### src/rtl/alu_dispatch_pkg.sv
// Shared types and constants for the SM83 ALU dispatch front end.
// Decode helper maps an instruction byte onto ALU control and operand routing.
package alu_dispatch_pkg;

  typedef logic [3:0] state_t;

  localparam state_t S_IDLE     = 4'd0;
  localparam state_t S_READ_A   = 4'd1;
  localparam state_t S_READ_SRC = 4'd2;
  localparam state_t S_MEM_RD   = 4'd3;
  localparam state_t S_EXEC     = 4'd4;
  localparam state_t S_CARRY    = 4'd5;
  localparam state_t S_WB       = 4'd6;
  localparam state_t S_MEM_WR   = 4'd7;
  localparam state_t S_ILL      = 4'd8;

  localparam logic [2:0] REG_B  = 3'd0;
  localparam logic [2:0] REG_C  = 3'd1;
  localparam logic [2:0] REG_D  = 3'd2;
  localparam logic [2:0] REG_E  = 3'd3;
  localparam logic [2:0] REG_H  = 3'd4;
  localparam logic [2:0] REG_L  = 3'd5;
  localparam logic [2:0] IDX_HL = 3'd6;
  localparam logic [2:0] REG_A  = 3'd7;

  localparam logic [3:0] CNTR_ADD = 4'd0;
  localparam logic [3:0] CNTR_SUB = 4'd1;
  localparam logic [3:0] CNTR_AND = 4'd2;
  localparam logic [3:0] CNTR_OR  = 4'd3;
  localparam logic [3:0] CNTR_XOR = 4'd4;
  localparam logic [3:0] CNTR_INC = 4'd11;
  localparam logic [3:0] CNTR_DEC = 4'd12;
  localparam logic [3:0] CNTR_SET = 4'd13;
  localparam logic [3:0] CNTR_RES = 4'd14;
  localparam logic [3:0] CNTR_BIT = 4'd15;

  localparam int FLAG_Z = 3;
  localparam int FLAG_N = 2;
  localparam int FLAG_H = 1;
  localparam int FLAG_C = 0;

  typedef enum logic [3:0] {
    GRP_NONE,
    GRP_ADD,
    GRP_SUB,
    GRP_AND,
    GRP_OR,
    GRP_INC,
    GRP_DEC,
    GRP_BIT,
    GRP_RES,
    GRP_SET
  } grp_t;

  typedef struct packed {
    grp_t       grp;
    logic [3:0] cntr;
    logic       two;
    logic       carry;
    logic       wr;
    logic [2:0] src;
    logic [2:0] tgt;
    logic [2:0] bidx;
  } dec_t;

  // GRP_NONE marks an unsupported byte
  function automatic dec_t decode(
    input logic       cb,
    input logic [7:0] op
  );
    dec_t d;
    d = '0;
    d.grp = GRP_NONE;
    if (cb) begin
      d.src  = op[2:0];
      d.tgt  = op[2:0];
      d.bidx = op[5:3];
      unique case (op[7:6])
        2'b01: begin
          d.grp  = GRP_BIT;
          d.cntr = CNTR_BIT;
        end
        2'b10: begin
          d.grp  = GRP_RES;
          d.cntr = CNTR_RES;
          d.wr   = 1'b1;
        end
        2'b11: begin
          d.grp  = GRP_SET;
          d.cntr = CNTR_SET;
          d.wr   = 1'b1;
        end
        default: ;
      endcase
    end else if (op[7:6] == 2'b10) begin
      d.two   = 1'b1;
      d.src   = op[2:0];
      d.tgt   = REG_A;
      d.wr    = (op[5:3] != 3'd7);
      d.carry = (op[5:3] == 3'd1) || (op[5:3] == 3'd3);
      unique case (op[5:3])
        3'd0, 3'd1: begin
          d.grp  = GRP_ADD;
          d.cntr = CNTR_ADD;
        end
        3'd4: begin
          d.grp  = GRP_AND;
          d.cntr = CNTR_AND;
        end
        3'd5: begin
          d.grp  = GRP_OR;
          d.cntr = CNTR_XOR;
        end
        3'd6: begin
          d.grp  = GRP_OR;
          d.cntr = CNTR_OR;
        end
        default: begin
          d.grp  = GRP_SUB;
          d.cntr = CNTR_SUB;
        end
      endcase
    end else if (op[7:6] == 2'b00 && op[2:1] == 2'b10) begin
      d.src = op[5:3];
      d.tgt = op[5:3];
      d.wr  = 1'b1;
      if (op[0]) begin
        d.grp  = GRP_DEC;
        d.cntr = CNTR_DEC;
      end else begin
        d.grp  = GRP_INC;
        d.cntr = CNTR_INC;
      end
    end
    return d;
  endfunction

endpackage

### src/rtl/alu_dispatch_flag_gen.sv
// Next-flag computation for the dispatch block.
// H and C come from widened sums so the 8-bit ALU need not export carries.
module alu_flag_gen
  import alu_dispatch_pkg::*;
(
  input  grp_t       grp,
  input  logic [7:0] a,
  input  logic [7:0] b,
  input  logic       cin,
  input  logic [7:0] res,
  output logic [3:0] nxt,
  output logic [3:0] mask
);

  logic [8:0] sum;
  logic [8:0] dif;
  logic [4:0] hsum;
  logic [4:0] hdif;
  logic       zero;

  assign sum  = {1'b0, a} + {1'b0, b} + {8'b0, cin};
  assign dif  = {1'b0, a} - {1'b0, b} - {8'b0, cin};
  assign hsum = {1'b0, a[3:0]} + {1'b0, b[3:0]} + {4'b0, cin};
  assign hdif = {1'b0, a[3:0]} - {1'b0, b[3:0]} - {4'b0, cin};
  assign zero = (res == 8'h00);

  always_comb begin
    nxt  = '0;
    mask = '0;
    nxt[FLAG_Z] = zero;
    unique case (grp)
      GRP_ADD: begin
        mask        = 4'hF;
        nxt[FLAG_H] = hsum[4];
        nxt[FLAG_C] = sum[8];
      end
      GRP_SUB: begin
        mask        = 4'hF;
        nxt[FLAG_N] = 1'b1;
        nxt[FLAG_H] = hdif[4];
        nxt[FLAG_C] = dif[8];
      end
      GRP_AND: begin
        mask        = 4'hF;
        nxt[FLAG_H] = 1'b1;
      end
      GRP_OR: mask = 4'hF;
      GRP_INC: begin
        mask        = 4'b1110;
        nxt[FLAG_H] = (a[3:0] == 4'hF);
      end
      GRP_DEC: begin
        mask        = 4'b1110;
        nxt[FLAG_N] = 1'b1;
        nxt[FLAG_H] = (a[3:0] == 4'h0);
      end
      GRP_BIT: begin
        mask        = 4'b1110;
        nxt[FLAG_Z] = ~a[b[2:0]];
        nxt[FLAG_H] = 1'b1;
      end
      default: ;
    endcase
  end

endmodule

### src/rtl/alu_dispatch.sv
// Sequential front end for the 8-bit ALU: operand fetch from
// the register file or (HL), ALU sequencing, flags and writeback.
module alu_dispatch
  import alu_dispatch_pkg::*;
(
  input  logic       clk,
  input  logic       reset,
  input  logic       opValid,
  output logic       opReady,
  input  logic [7:0] opcode,
  input  logic       cbPrefix,
  output logic [2:0] regRdAddr,
  input  logic [7:0] regRdData,
  output logic       regWrEn,
  output logic [2:0] regWrAddr,
  output logic [7:0] regWrData,
  output logic       memReq,
  output logic       memWe,
  output logic [7:0] memWdata,
  input  logic [7:0] memRdata,
  input  logic       memAck,
  output logic [7:0] aluA,
  output logic [7:0] aluB,
  output logic [3:0] aluCntr,
  input  logic [7:0] aluResult,
  output logic [3:0] flags,
  output logic       illegal
);

  state_t     state;
  dec_t       dec;
  dec_t       op;
  logic [7:0] opa;
  logic [7:0] opb;
  logic [7:0] res;
  logic       req;
  logic       cin;
  logic [7:0] fetch;
  logic [7:0] bsel;
  logic [3:0] fl_nxt;
  logic [3:0] fl_mask;

  assign dec   = decode(cbPrefix, opcode);
  assign cin   = op.carry & flags[FLAG_C];
  assign fetch = (state == S_MEM_RD) ? memRdata : regRdData;
  assign bsel  = op.two ? opb : {5'b0, op.bidx};

  alu_flag_gen u_flag_gen (
    .grp  (op.grp),
    .a    (opa),
    .b    (bsel),
    .cin  (cin),
    .res  (res),
    .nxt  (fl_nxt),
    .mask (fl_mask)
  );

  always_ff @(posedge clk) begin
    if (reset) begin
      state <= S_IDLE;
      flags <= '0;
      req   <= 1'b0;
      op    <= '0;
      opa   <= '0;
      opb   <= '0;
      res   <= '0;
    end else begin
      unique case (state)
        S_IDLE: begin
          if (opValid) begin
            op <= dec;
            if (dec.grp == GRP_NONE)
              state <= S_ILL;
            else if (dec.two)
              state <= S_READ_A;
            else
              state <= S_READ_SRC;
          end
        end
        S_READ_A: begin
          opa   <= regRdData;
          state <= S_READ_SRC;
        end
        S_READ_SRC: begin
          if (op.src == IDX_HL) begin
            state <= S_MEM_RD;
          end else begin
            if (op.two) opb <= fetch;
            else        opa <= fetch;
            state <= S_EXEC;
          end
        end
        // request rises one cycle after entry, drops with the ack
        S_MEM_RD: begin
          if (!req) begin
            req <= 1'b1;
          end else if (memAck) begin
            req <= 1'b0;
            if (op.two) opb <= fetch;
            else        opa <= fetch;
            state <= S_EXEC;
          end
        end
        S_EXEC: begin
          res   <= aluResult;
          state <= cin ? S_CARRY : S_WB;
        end
        S_CARRY: begin
          res   <= aluResult;
          state <= S_WB;
        end
        S_WB: begin
          flags <= (flags & ~fl_mask) | (fl_nxt & fl_mask);
          if (op.wr && op.tgt == IDX_HL)
            state <= S_MEM_WR;
          else
            state <= S_IDLE;
        end
        S_MEM_WR: begin
          if (!req) begin
            req <= 1'b1;
          end else if (memAck) begin
            req   <= 1'b0;
            state <= S_IDLE;
          end
        end
        default: state <= S_IDLE;
      endcase
    end
  end

  always_comb begin
    opReady   = (state == S_IDLE);
    regRdAddr = '0;
    aluA      = '0;
    aluB      = '0;
    aluCntr   = '0;
    regWrEn   = 1'b0;
    regWrAddr = '0;
    regWrData = '0;
    memReq    = req;
    memWe     = 1'b0;
    memWdata  = '0;
    illegal   = (state == S_ILL);
    unique case (state)
      S_READ_A: regRdAddr = REG_A;
      S_READ_SRC: begin
        if (op.src != IDX_HL) regRdAddr = op.src;
      end
      S_EXEC: begin
        aluA    = opa;
        aluB    = bsel;
        aluCntr = op.cntr;
      end
      // carry-in applied as a second pass through INC/DEC
      S_CARRY: begin
        aluA    = res;
        aluCntr = (op.grp == GRP_SUB) ? CNTR_DEC : CNTR_INC;
      end
      S_WB: begin
        regWrEn   = op.wr && (op.tgt != IDX_HL) && !reset;
        regWrAddr = op.tgt;
        regWrData = res;
      end
      S_MEM_WR: begin
        memWe    = req;
        memWdata = res;
      end
      default: ;
    endcase
  end

endmodule

### config.mk
export PLATFORM = sky130hd
export DESIGN_NAME = alu_dispatch
export DESIGN_NICKNAME = d
export VERILOG_FILES = /design/src/rtl/alu_dispatch_pkg.sv /design/src/rtl/alu_dispatch_flag_gen.sv /design/src/rtl/alu_dispatch.sv
export SDC_FILE = /design/constraint.sdc
export NUM_CORES = 1
export LEC_CHECK = 0
export ABC_AREA = 1
export ABC_CLOCK_PERIOD_IN_PS = 5900
export CAP_MARGIN = 5
export CORE_MARGIN = 3
export CORE_UTILIZATION = 50
export DETAILED_ROUTE_END_ITERATION = 16
export PLACE_DENSITY_LB_ADDON = 0.15
export SKIP_LAST_GASP = 1
export SYNTH_ARGS = -nofsm -noshare
export SYNTH_HDL_FRONTEND = slang
export SYNTH_HIERARCHICAL = 1
export SYNTH_SLANG_ARGS = --single-unit
### constraint.sdc
create_clock -name clk -period 5.9 [get_ports clk]
set_input_delay 0.59 -clock clk [delete_from_list [all_inputs] [get_ports clk]]
set_output_delay 0.59 -clock clk [all_outputs]
set_load 0.005 [all_outputs]
Word level (Yosys, flattened, before mapping). Index checks and enable logic that the tools add are counted.

Register bits: 53. Input bits: 37. Logic and storage cells: 147.

$add $sub $neg: 8. $lt $le $gt $ge: 1. Equality and inequality tests: 36. Muxes and demuxes: 56. Bitwise logic cells: 6. Reduce and logical (&&, ||, !) cells: 26.

Operators by type and width (number): $mux W8 (16); $pmux W8 S3 (2); $eq A4 B3 Y1 const B (8); $pmux W4 S8 (1); $pmux W8 S2 (2); $pmux W7 S4 (1); $mux W4 (6); $mux W7 (3); $mux W3 (6); $eq A4 B2 Y1 const B (4); $pmux W4 S2 (2); $eq A3 B3 Y1 const B (5); $logic_not A4 Y1 (3); $ne A2 B2 Y1 const B (6); $reduce_or A2 Y1 (6); $add A8 B8 Y9 (1); $add A9 B1 Y9 (1); $ne A3 B3 Y1 const B (3); $sub A8 B8 Y9 (1); $sub A9 B1 Y9 (1); $and A4 B4 Y4 (2); $eq A4 B1 Y1 const B (2); $eq A4 B4 Y1 const B (2); $logic_not A8 Y1 (1); 32 further kinds (48).

Longest topological paths before layout.
Depth after elaboration: 9. Gate-level depth with buffers: 20. Mapped depth without buffers: 19.

By module. Netlist, hierarchy kept.

By module, submodules not included: alu_dispatch (times used 1, cells each 427, area an instance 2895.3 sq um, seq. area each 1061.0 sq um); alu_flag_gen (times used 1, cells each 135, area an instance 770.7 sq um, seq. area each 0.0 sq um).

Worst setup path before layout. OpenSTA, ideal clock, no wires.

Kind: reg2reg. Start point: register op[11] in the netlist's numbering. End point: register with a tool-made name. Library setup time: 0.070 ns. Data arrival time: 2.361 ns. Data required time: 5.830 ns. Setup slack: 3.469 ns. Cell stages (with the launch flop): 21. Buffers on the path: 2. Period minus slack after synthesis: 2.431 ns. Cell sequence: dfxtp_1 -> clkbuf_1 -> nand2_1 -> o21ai_0 -> inv_1 -> buf_2 -> inv_1 -> ha_1 -> a21o_1 -> ha_1 -> nand2_1 -> nand2_1 -> nand2_1 -> nand2_1 -> nand2_1 -> nand2_1 -> nand2_1 -> nand3_1 -> nand2_1 -> nand3_1 -> a21oi_1.

RTL lines: start: declaration (RTL line alu_dispatch.sv:32) `dec_t op;`; start signal: assignment (RTL line alu_dispatch.sv:63) `op <= '0;`; start signal: assignment (RTL line alu_dispatch.sv:71) `op <= dec;`.

Worst setup path in the final report.
Start point: input port reset. End point: output port regWrEn.

Word-level cells in the longest chain between the ends: 3.

Ends and longest elaborated chain: start: declaration (RTL line alu_dispatch.sv:7) `input logic reset,`; $logic_not A1 Y1 (RTL line alu_dispatch.sv:161) `regWrEn = op.wr && (op.tgt != IDX_HL) && !reset;`; $logic_and A1 B1 Y1 (RTL line alu_dispatch.sv:161); $mux W1 (RTL line alu_dispatch.sv:145) `unique case (state)`; end: declaration (RTL line alu_dispatch.sv:14) `output logic regWrEn,`.

No other way between the ends.

==> flow_summary.ini <==
[place]
place_ws_ps = 2050
dp_cells = 725
place_area_um2 = 4550
gp_congestion = 0.930
dp_hpwl_um = 8330
port_buffers = 87

[worst_setup_path]
worstSetupPathType = primary input to primary output
worstRegToRegCells = 17
rrSetupSlack_ps = 2970
end_kind = primary output
cp.arrival_ps = 3280
cp-start-kind = primary input
crit_path_top_delay_cell = clkdlybuf4s50_1
worstPathRequired_ps = 5310
crit_buf_inv = 3
slowest_delay_ps = 1220
path_max_fanout = 28
r2r-start = op[11]
cp_cell_sequence = clkdlybuf4s50_1 > inv_1 > nand3_1 > nor2_1 > clkdlybuf4s50_1
crit_top_cell = clkdlybuf4s50_1
cp_top_family = buffers and inverters

[drt]
post-route-drc-count = 0
viasPerCell = 5.28
drtIter0Drc = 206
ant_nets = 0
vias = 3871
firstDrtPassIters = 6
post_drt_wl_per_cell_um = 14.5
wirelength_um = 10600

[grt]
grt_pass1_vias = 3675
grtUsageTotal_pct = 25.6
grt-ovfl-total = 0
grt_max_degree = 29
antenna_found_initial = 0
grt_pass1_wl_um = 17500

[sta]
hold_viol_final = 0
rsz0062_at_grt = false
finClkSkew_ps = 7.07
setup_viol = 0
worst_slack_ps = 2030
tns_ps = 0
holdWs_ps = 462
drv_slew = 0
fin_crit_sh_pct = 65.5
slew_headroom_pct = 24.8
clock.fmax_ghz = 0.259
min_period_ps = 3870
worst_slew_pin_slew_ps = 1130

[power]
vdd_ir_drop_max_uv = 142
report.power.total_mw = 1.04
power_density_nw_per_um2 = 225
leakage_nw = 1.94

[synth]
async_flop_share_pct = 0
synthDistinctLibCells = 38
synth-main-ff-cell = dfxtp_1
yosys_warnings = 6
syn_avg_cell_area_um2 = 6.52
synth_common_cells = nand2_1, inv_1, nor2_1
syn_inst = 562
yosysTopAreaCell = dfxtp_1
synth_area_um2 = 3670
synth_enable_flop_cells = 0
synth_area_leaders = dfxtp_1, nand2_1, inv_1, ha_1, a21oi_1
netlist.area_leader.share_pct = 28.9
yosysMostFrequentCell = nand2_1
ys_ff_latch = 53
syn_nets = 626
ys_seq_area_share_pct = 28.9

[clock_tree]
post_cts_buffers = 0
cts_buffer_depth = 2
cts_hold_buf = 0
clock_tree.root_cell = clkbuf_8
htreeDepth = 2
cts_resized = 0
clock_sinks = 53
insertion_delay_ps = 310
cts_tree = done
numCtsBuffers = 5
cts.reportedPaths.clkPinSlew_ps = 100

[worst_hold_path]
hold_end = opb[0]
min_path_cells = 2
hold_path_class = flop to flop
hp-start = opb[0]

[finish]
stdcell_count = 733
drive_gt1_share_pct = 5.81
fin_util_pct = 66.7
antenna_cells = 0
synthToLayoutAreaGrowth_pct = 26.3
design_area_um2 = 4630
layout.nets = 700

[floorplan]
placeableCoreArea_um2 = 6940
die_area_um2 = 8400
die_w_um = 91.6
start_util_pct = 52.8
num_rows = 30
die_y_um = 91.6
io_pins = 88

[flow_run]
cap_violations = 0

[status]
status = finished, final reports clean
worst max path at each step:
stage               startpoint       to  slack (ps)  cells after the start
finish                   reset  regWrEn        2030                      5
global route             reset  regWrEn        1800                      5
CTS                      reset  regWrEn        2050                      5
detailed placement       reset  regWrEn        2050                      5
global placement         reset  regWrEn        2100                      5
floorplan               op[11]     flop        3470                     20
layout by cell type (no fill, tap or decap), drive strengths merged:
cell / n
nand2: 110
inv: 100
clkdlybuf4s50: 87
nor2: 64
a21oi: 55
dfxtp: 53
o21ai: 49
nand3: 37
ha: 27
o22ai: 8
mux2: 8
clkbuf: 8
nor3: 6
a31oi: 6
nor4: 3
nand3b: 2
o21a: 2
nand4: 2
o211ai: 2
a21o: 2
o2111ai: 1
clkinv: 1
a221oi: 1
a41oi: 1
o221ai: 1
o32ai: 1
kinds of logic after synthesis:
| family | count (synthesis) | share of synthesized area (%) |
|---|---|---|
| compound gates | 129 | 19.6 |
| simple gates | 224 | 26.5 |
| buf+inv | 121 | 13.2 |
| mux | 8 | 2.46 |
| flops | 53 | 28.9 |
| fa+ha+maj | 27 | 9.21 |
power by group:
part,leakage [nW],switching (mW),total (mW),internal (mW)
registers,0.432,0.0424,0.444,0.402
logic,1.46,0.248,0.394,0.145
clock network,0.0395,0.118,0.203,0.0847
metal layers:
layer / global-route usage [%] / vias to the layer above / part of all wire, %
met5: 0 / - / 0
met1: 31.2 / 1750 / 42
li1: - / 1966 / -
met4: 9.05 / 0 / 2.8
met3: 3.94 / 22 / 5.7
met2: 45.6 / 133 / 50
worst register-to-register path, stage by stage, from the launching register on:
cell and delay [ps]:
dfxtp_1 580, o21ai_0 270, inv_1 270, inv_1 70
ha_1 290, a21o_1 190, ha_1 280, nand2_1 70
nand2_1 50, nand2_1 80, nand2_1 90, nand2_1 90
nand2_1 50, nand2_1 50, nand3_1 70, nand2_1 100
nand3_1 80, a21oi_1 140
state kept, by name (all words and copies together) (netlist names), named ones only:
| register | count |
|---|---|
| op | 20 |
| state | 4 |
| res | 8 |
| memReq | 1 |
| opa | 8 |
| opb | 8 |
cell type report:
type / count / area (um^2)
flip-flops and latches: 53 / 1060
clock buffers: 8 / 80.1
well taps: 96 / 120
fillers: 618 / 2310
repair buffers: 87 / 871
multi-input cells: 388 / 2120
inverters: 101 / 380
Note: power is estimated with default switching activity, not from simulation.
